===== src/rtl/tdm_pkg.sv =====
`default_nettype none
// ============================================================================
// Module   : tdm_pkg
// Brief    : Shared slot geometry and FSM state type for the TDM demultiplexer.
// Revision : 1.0
// ============================================================================
package tdm_pkg;

    localparam int NSLOT  = 8;
    localparam int SLOT_W = 3;

    typedef enum logic [0:0] {
        HUNT   = 1'b0,
        LOCKED = 1'b1
    } state_t;

endpackage
`default_nettype wire


===== src/rtl/tdm_slot_ctr.sv =====
`default_nettype none
// ============================================================================
// Module   : tdm_slot_ctr
// Brief    : Slot index counter; load forces slot 1, inc advances with wrap.
// Revision : 1.0
// ============================================================================
module tdm_slot_ctr
    import tdm_pkg::*;
(
    input  logic              clk,
    input  logic              rst,
    input  logic              load1,
    input  logic              inc,
    output logic [SLOT_W-1:0] slot
);

    always_ff @(posedge clk or posedge rst) begin
        if (rst) begin
            slot <= '0;
        end else if (load1) begin
            // Slot 0 was just captured alongside FS, so the next slot is 1.
            slot <= SLOT_W'(1);
        end else if (inc) begin
            if (slot == SLOT_W'(NSLOT - 1)) begin
                slot <= '0;
            end else begin
                slot <= slot + SLOT_W'(1);
            end
        end
    end

endmodule
`default_nettype wire


===== src/rtl/tdm_demux8.sv =====
`default_nettype none
// ============================================================================
// Module   : tdm_demux8
// Brief    : 8-slot serial TDM demultiplexer with frame-sync lock and resync.
// Revision : 1.0
// ============================================================================
module tdm_demux8
    import tdm_pkg::*;
#(
    parameter bit SYNC_CHECK = 1'b1
) (
    input  logic              clk,
    input  logic              rst,
    input  logic              D,
    input  logic              V,
    input  logic              FS,
    output logic [NSLOT-1:0]  P,
    output logic              PV,
    output logic [SLOT_W-1:0] SLOT,
    output logic              LOCK,
    output logic              SERR
);

    state_t           r_state;
    logic [NSLOT-2:0] r_shadow;     // slots 0..6; slot 7 goes straight into P

    logic w_start;
    logic w_resync;
    logic w_load1;
    logic w_inc;
    logic w_last;

    assign w_start  = V & FS & (r_state == HUNT);
    assign w_resync = V & FS & (r_state == LOCKED) & (SYNC_CHECK != 1'b0)
                    & (SLOT != '0);
    assign w_load1  = w_start | w_resync;
    assign w_inc    = V & (r_state == LOCKED) & ~w_resync;
    assign w_last   = w_inc & (SLOT == SLOT_W'(NSLOT - 1));

    tdm_slot_ctr u_slot_ctr (
        .clk   (clk),
        .rst   (rst),
        .load1 (w_load1),
        .inc   (w_inc),
        .slot  (SLOT)
    );

    always_ff @(posedge clk or posedge rst) begin
        if (rst) begin
            r_state  <= HUNT;
            r_shadow <= '0;
            P        <= '0;
            PV       <= 1'b0;
            LOCK     <= 1'b0;
            SERR     <= 1'b0;
        end else begin
            PV   <= w_last;
            SERR <= w_resync;
            if (w_load1) begin
                // A resync drops the partial frame; only the new slot 0 survives.
                r_shadow <= {{(NSLOT-2){1'b0}}, D};
                r_state  <= LOCKED;
                LOCK     <= 1'b1;
            end else if (w_inc) begin
                if (w_last) begin
                    P <= {D, r_shadow};
                end else begin
                    r_shadow[SLOT] <= D;
                end
            end
        end
    end

endmodule
`default_nettype wire


===== config.mk =====
export PLATFORM = sky130hd
export DESIGN_NAME = tdm_demux8
export DESIGN_NICKNAME = d
export VERILOG_FILES = /design/src/rtl/tdm_pkg.sv /design/src/rtl/tdm_slot_ctr.sv /design/src/rtl/tdm_demux8.sv
export SDC_FILE = /design/constraint.sdc
export NUM_CORES = 1
export LEC_CHECK = 0
export ABC_AREA = 1
export BUFFER_PORTS_ARGS = -buffer_cell sky130_fd_sc_hd__buf_4
export CORE_MARGIN = 2
export CORE_UTILIZATION = 53
export CTS_CLUSTER_SIZE = 20
export DETAILED_ROUTE_END_ITERATION = 16
export HOLD_SLACK_MARGIN = 0.03
export PLACE_DENSITY = 0.76
export SETUP_SLACK_MARGIN = 0.1
export SYNTH_ARGS = -nofsm -noshare
export SYNTH_HDL_FRONTEND = slang
export SYNTH_SLANG_ARGS = --single-unit

===== constraint.sdc =====
create_clock -name clk -period 1.85 [get_ports clk]
set_input_delay 0.0925 -clock clk [delete_from_list [all_inputs] [get_ports clk]]
set_output_delay 0.0925 -clock clk [all_outputs]
set_load 0.05 [all_outputs]

Word level (Yosys, flattened, before mapping):

Index checks and enable logic that the tools add are counted.

* multiplexer cells: 9
* $add $sub $neg: 1
* equal/unequal tests: 2
* bitwise gates (word level): 11
* magnitude comparators: 2
* reductions and logical operators: 5

Operator list (number)
* $mux W7: 3
* $mux W3: 3
* $and A1 B1 Y1: 7
* $bwmux W7: 1
* $lt A3 B4 Y1 const B: 1
* $add A3 B1 Y3 const B: 1
* $demux W1 S3: 1
* $eq A3 B3 Y1 const B: 1
* $ge A3 B1 Y1 const B: 1
* $not A1 Y1: 3
* $reduce_and A3 Y1: 1
* $reduce_bool A3 Y1: 1
* $ne A2 B1 Y1 const B: 1
* $reduce_and A2 Y1: 1
* $reduce_bool A2 Y1: 1
* $logic_and A1 B1 Y1: 1
* $mux W1: 1
* $or A1 B1 Y1: 1

* flip-flop bits (word level): 21
* word-level logic and storage cells: 36
* input bits: 5

Longest topological paths before layout:

* word-level depth: 9
* mapped depth: 9

Modules after synthesis:

A second synthesis with hierarchy kept.

* cells, all modules: 128
* area, all modules: 1019.7 um^2

By module, submodules not included
* tdm_demux8: cells each 109, area each 859.6 um^2, instances 1
* tdm_slot_ctr: cells each 19, area each 160.2 um^2, instances 1

Worst setup path after synthesis:

No wires, ideal clock.

* path type: register to register
* start: register u_slot_ctr.slot[0]
* end: register r_shadow[1]
* clock period less this slack: 1812 ps
* cell stages (with the launch flop): 10
* path slack: 38 ps
* setup time: 117 ps
* data arrival time: 1696 ps
* cells stage by stage: dfrtp_1 inv_1 ha_1 nand2_2 nand2_2 a21boi_4 buf_6 nand2_1 nand2_1 nand2_1

* cells in the longest elaborated chain, start to end: 8
* elaborated cells on any way between the ends: 19

RTL lines
* start, declared: RTL line tdm_slot_ctr.sv:14 `output logic [SLOT_W-1:0] slot`
* start signal, assigned: RTL line tdm_slot_ctr.sv:27 `slot <= slot + SLOT_W'(1);`
* $lt A3 B4 Y1 (implied by the code) / $ge A3 B1 Y1 (equally long branches): RTL line tdm_demux8.sv:68 `r_shadow[SLOT] <= D;`
* $logic_and A1 B1 Y1 (implied by the code): RTL line tdm_demux8.sv:68
* $mux W1 (implied by the code): RTL line tdm_demux8.sv:68
* $demux W1 S3: RTL line tdm_demux8.sv:68
* $bwmux W7: RTL line tdm_demux8.sv:68
* $mux W7: RTL line tdm_demux8.sv:65 `if (w_last) begin`
* $mux W7: RTL line tdm_demux8.sv:64 `end else if (w_inc) begin`
* $mux W7: RTL line tdm_demux8.sv:59 `if (w_load1) begin`
* end signal, assigned: RTL line tdm_demux8.sv:61 `r_shadow <= {{(NSLOT-2){1'b0}}, D};`
* end, declared: RTL line tdm_demux8.sv:25 `logic [NSLOT-2:0] r_shadow;`

Parallel ways exist; a longest one is shown, timed or not. The select of a mux whose other input is x is not followed.
A chain may end at the register's enable or synchronous reset.

Worst setup path in the final report:

* start: register u_slot_ctr.slot[0]
* end: register r_shadow[6]

The elaborated chain is that of the path after synthesis.

==> impl_summary.log <==
INFO  metric postSynthCellCount = 130
INFO  metric pwr-share-seq = 39.4%
INFO  metric route.detailed.drc = 0
INFO  metric num_antenna_cells = 0
INFO  metric grt_setup_unrepaired = no
INFO  metric cp-start-kind = register
INFO  metric synth_top_area_share = 50.2%
INFO  metric critPathMaxFanout = 12
INFO  metric core_util_final = 65.0%
INFO  metric synth_cell_type_count = 18
INFO  metric fin_hold_ws = 80.5 ps
INFO  metric grt_start_max_net_pins = 22
INFO  metric rel_slew_slack = 46.6%
INFO  metric leakage = 0.744 nW
INFO  metric report.final.hold_viol_count = 0
INFO  metric fp.dieH = 48.4 um
INFO  metric numCtsBuffers = 3
INFO  metric area_of_all_placed_cells_without_fillers = 1240 um2
INFO  metric holdCritPathClass = in2reg
INFO  metric initial_utilization = 55.0%
INFO  metric cap_violations = 0
INFO  metric place.detailed.instances = 172
INFO  metric clock_latency_reported_for_the_late_side_of_the_worst_skew_pair = 300 ps
INFO  metric die-width = 48.4 um
INFO  metric share_of_power_burned_in_the_clock_network = 12.1%
INFO  metric layout-area-overhead-vs-synth = 18.2%
INFO  metric timing.critical_path.slowest_stage_cell = dfrtp_2
INFO  metric fp-row-count = 16
INFO  metric vdd.ir_drop.worst = 0.795 mV
INFO  metric final_critical_path_setup_slack = 215 ps
INFO  metric proportion_of_synthesized_chip_area_in_sequential_cells = 50.2%
INFO  metric ratio_of_final_minimum_period_to_clock_period = 88.4%
INFO  metric post-dp-hpwl = 1.51 mm
INFO  metric port_buffers = 18
INFO  metric timing_worst_slew_pin_value = 800 ps
INFO  metric power.share.switching = 47.3%
INFO  metric synth.cell_area = 1050 um2
INFO  metric cp_data_required_time = 2040 ps
INFO  metric max_freq = 612 MHz
INFO  metric critical_path.reg2reg.startpoint = u_slot_ctr.slot[0]$_DFFE_PP0P_
INFO  metric period_minus_slack = 1630 ps
INFO  metric power.switching = 0.852 mW
INFO  metric finish.cell_count_without_fillers = 177
INFO  metric clkTransAtPathRegs = 120 ps
INFO  metric total_power = 1.80 mW
INFO  metric timing.setup.critical_path_class = reg2reg
INFO  metric setup_violations = 0
INFO  metric synthDominantAreaCellType = dfrtp_1
INFO  metric mappedNetlistNets = 138
INFO  metric status = finished, final reports clean
INFO  metric final_net_count = 159
INFO  metric core_box_area = 1900 um2
INFO  metric die_outline_area = 2340 um2
INFO  metric post_cts_buffers = 0
INFO  metric worst_setup_path_startpoint = u_slot_ctr.slot[0]$_DFFE_PP0P_
INFO  metric cp_cell_sequence = ha_1, ha_1, inv_1, nor2_4, a21boi_4, nand2_1, nand2_1, nand2_1
INFO  metric grt_pass1_vias = 856
INFO  metric pin_count = 19
INFO  metric finalWeightedCongestion = 0.861
INFO  metric layout.cells.most_common = nand2_1
INFO  metric clkSinkCount = 21
INFO  metric dpl-instance-area = 1190 um2
INFO  metric finClkSkew = 13.3 ps
INFO  metric drive_above_1_share = 23.3%
INFO  metric critical_path_arrival = 1830 ps
INFO  metric grt_first_pass_wirelength = 3.59 mm
INFO  metric cp-end-kind = register
INFO  metric report.final.slew_viol_count = 0
INFO  metric detail_route.first_pass.iterations = 4
INFO  metric fin_setup_tns = 0 ps
INFO  metric avg_wl_per_cell = 11.6 um
INFO  metric synthesis.yosys.warnings = 0
INFO  metric routed_wl = 2.06 mm
INFO  metric postSynthRegisterBits = 21
INFO  metric post-place-ws = 231 ps
INFO  metric tritoncts = built
INFO  metric max_stage_delay = 470 ps
INFO  metric comb_power_share = 48.4%
INFO  metric holdCritStartpoint = FS
INFO  metric clock_tree.root_cell = clkbuf_4
INFO  metric grt_antenna_before_repair = 0
INFO  metric power.density = 1460 nW/um2
INFO  metric synthesis.area_per_instance = 8.05 um2
INFO  metric post_drt_via_cell_ratio = 5.06
INFO  metric layout_common_cells = nand2_1 (53), dfrtp_1 (19), buf_4 (18)
INFO  metric route.vias.total = 895
INFO  metric number_of_nets_still_failing_antenna_checks_after_routing = 0
INFO  metric grt_remaining_overflow = 0
INFO  metric initialDrtViolationCount = 24
INFO  metric cts-root-to-sink-buffers = 2
INFO  metric crit_top_cell = nand2_1
INFO  metric cell_internal_pwr = 0.951 mW
INFO  metric post_synth_main_area_contributors = dfrtp_1 (50%), nand2_1 (19%), nand3_1 (8.1%), inv_1 (4.7%), ha_1 (3.6%)
INFO  metric htreeDepth = 1
INFO  metric setup.reg_to_reg.worst_slack = 220 ps
INFO  metric grt_util_all_layers = 19.4%
-- logic make-up (layout without fill, tap and decap cells) --
| family | count (synthesis) | count (layout) | share of synthesized area, % |
|---|---|---|---|
| simple gates | 81 | 81 | 33.7 |
| flops | 21 | 21 | 50.2 |
| buf+inv | 18 | 38 | 7.66 |
| compound gates | 7 | 7 | 4.78 |
| fa+ha+maj | 3 | 3 | 3.59 |
-- worst max-delay path: cells and delay by family (launching register included) --
| family | cells | cell delay (ps) |
|---|---|---|
| fa+ha+maj | 2 | 390 |
| flops | 1 | 470 |
| buf+inv | 1 | 110 |
| compound gates | 1 | 300 |
| simple gates | 4 | 270 |
-- metal layers --
layer,GRT usage [%],part of all wire [%]
met1,24.1,45
met5,0,0
met2,34.7,50
met3,3.09,4.2
met4,5.71,1.1
-- cell usage after synthesis --
master and count:
nand2_1 54, dfrtp_1 21, nand3_1 17, inv_1 13, nand2_2 4, ha_1 3
nor2_1 3, o21ai_0 3, a21oi_1 2, inv_2 2, a21boi_4 1, a31oi_1 1
buf_2 1, buf_4 1, buf_6 1, nand2_4 1, nor2_4 1, or2_2 1
-- final cells by class --
class                           count  area, um2
Inverter                           15       56.3
Timing Repair Buffer               19        145
Sequential cell                    21        528
Tap cell                           27       33.8
Multi-Input combinational cell     91        447
Fill cell                         162        666
Clock buffer                        4       26.3
-- state kept, by name (all words and copies together) (netlist names) --
signal and count:
SERR 1, u_slot_ctr.slot 3, P 8, PV 1
r_shadow 7, r_state 1
-- worst paths after layout --
kind,end,cells after the start
min,SERR$_DFF_PP0_,3
min in group asynchronous,P[7]$_DFFE_PP0P_,3
max,r_shadow[6]$_DFFE_PP0P_,8
max reg2reg,r_shadow[6]$_DFFE_PP0P_,8
min reg2reg,P[3]$_DFFE_PP0P_,2
max in group asynchronous,u_slot_ctr.slot[0]$_DFFE_PP0P_,3
-- repair_timing --
action | in CTS | in global routing
setup endpoints to repair | 0 | 7
hold buffers | 1 | 0
resized for setup | 0 | 2
hold endpoints to repair | 21 | 0
-- power groups by stage --
stage | combinational (mW) | clock [mW] | sequential (mW)
after global placement | 0.840 | 0 | 0.706
after detailed placement | 0.861 | 0 | 0.722
after global routing | 0.944 | 0.249 | 0.733
final | 0.873 | 0.219 | 0.711
after CTS | 0.871 | 0.223 | 0.711
after floorplan | 0.364 | 0 | 0.981
No activity file was read; power rests on OpenSTA's default activity.
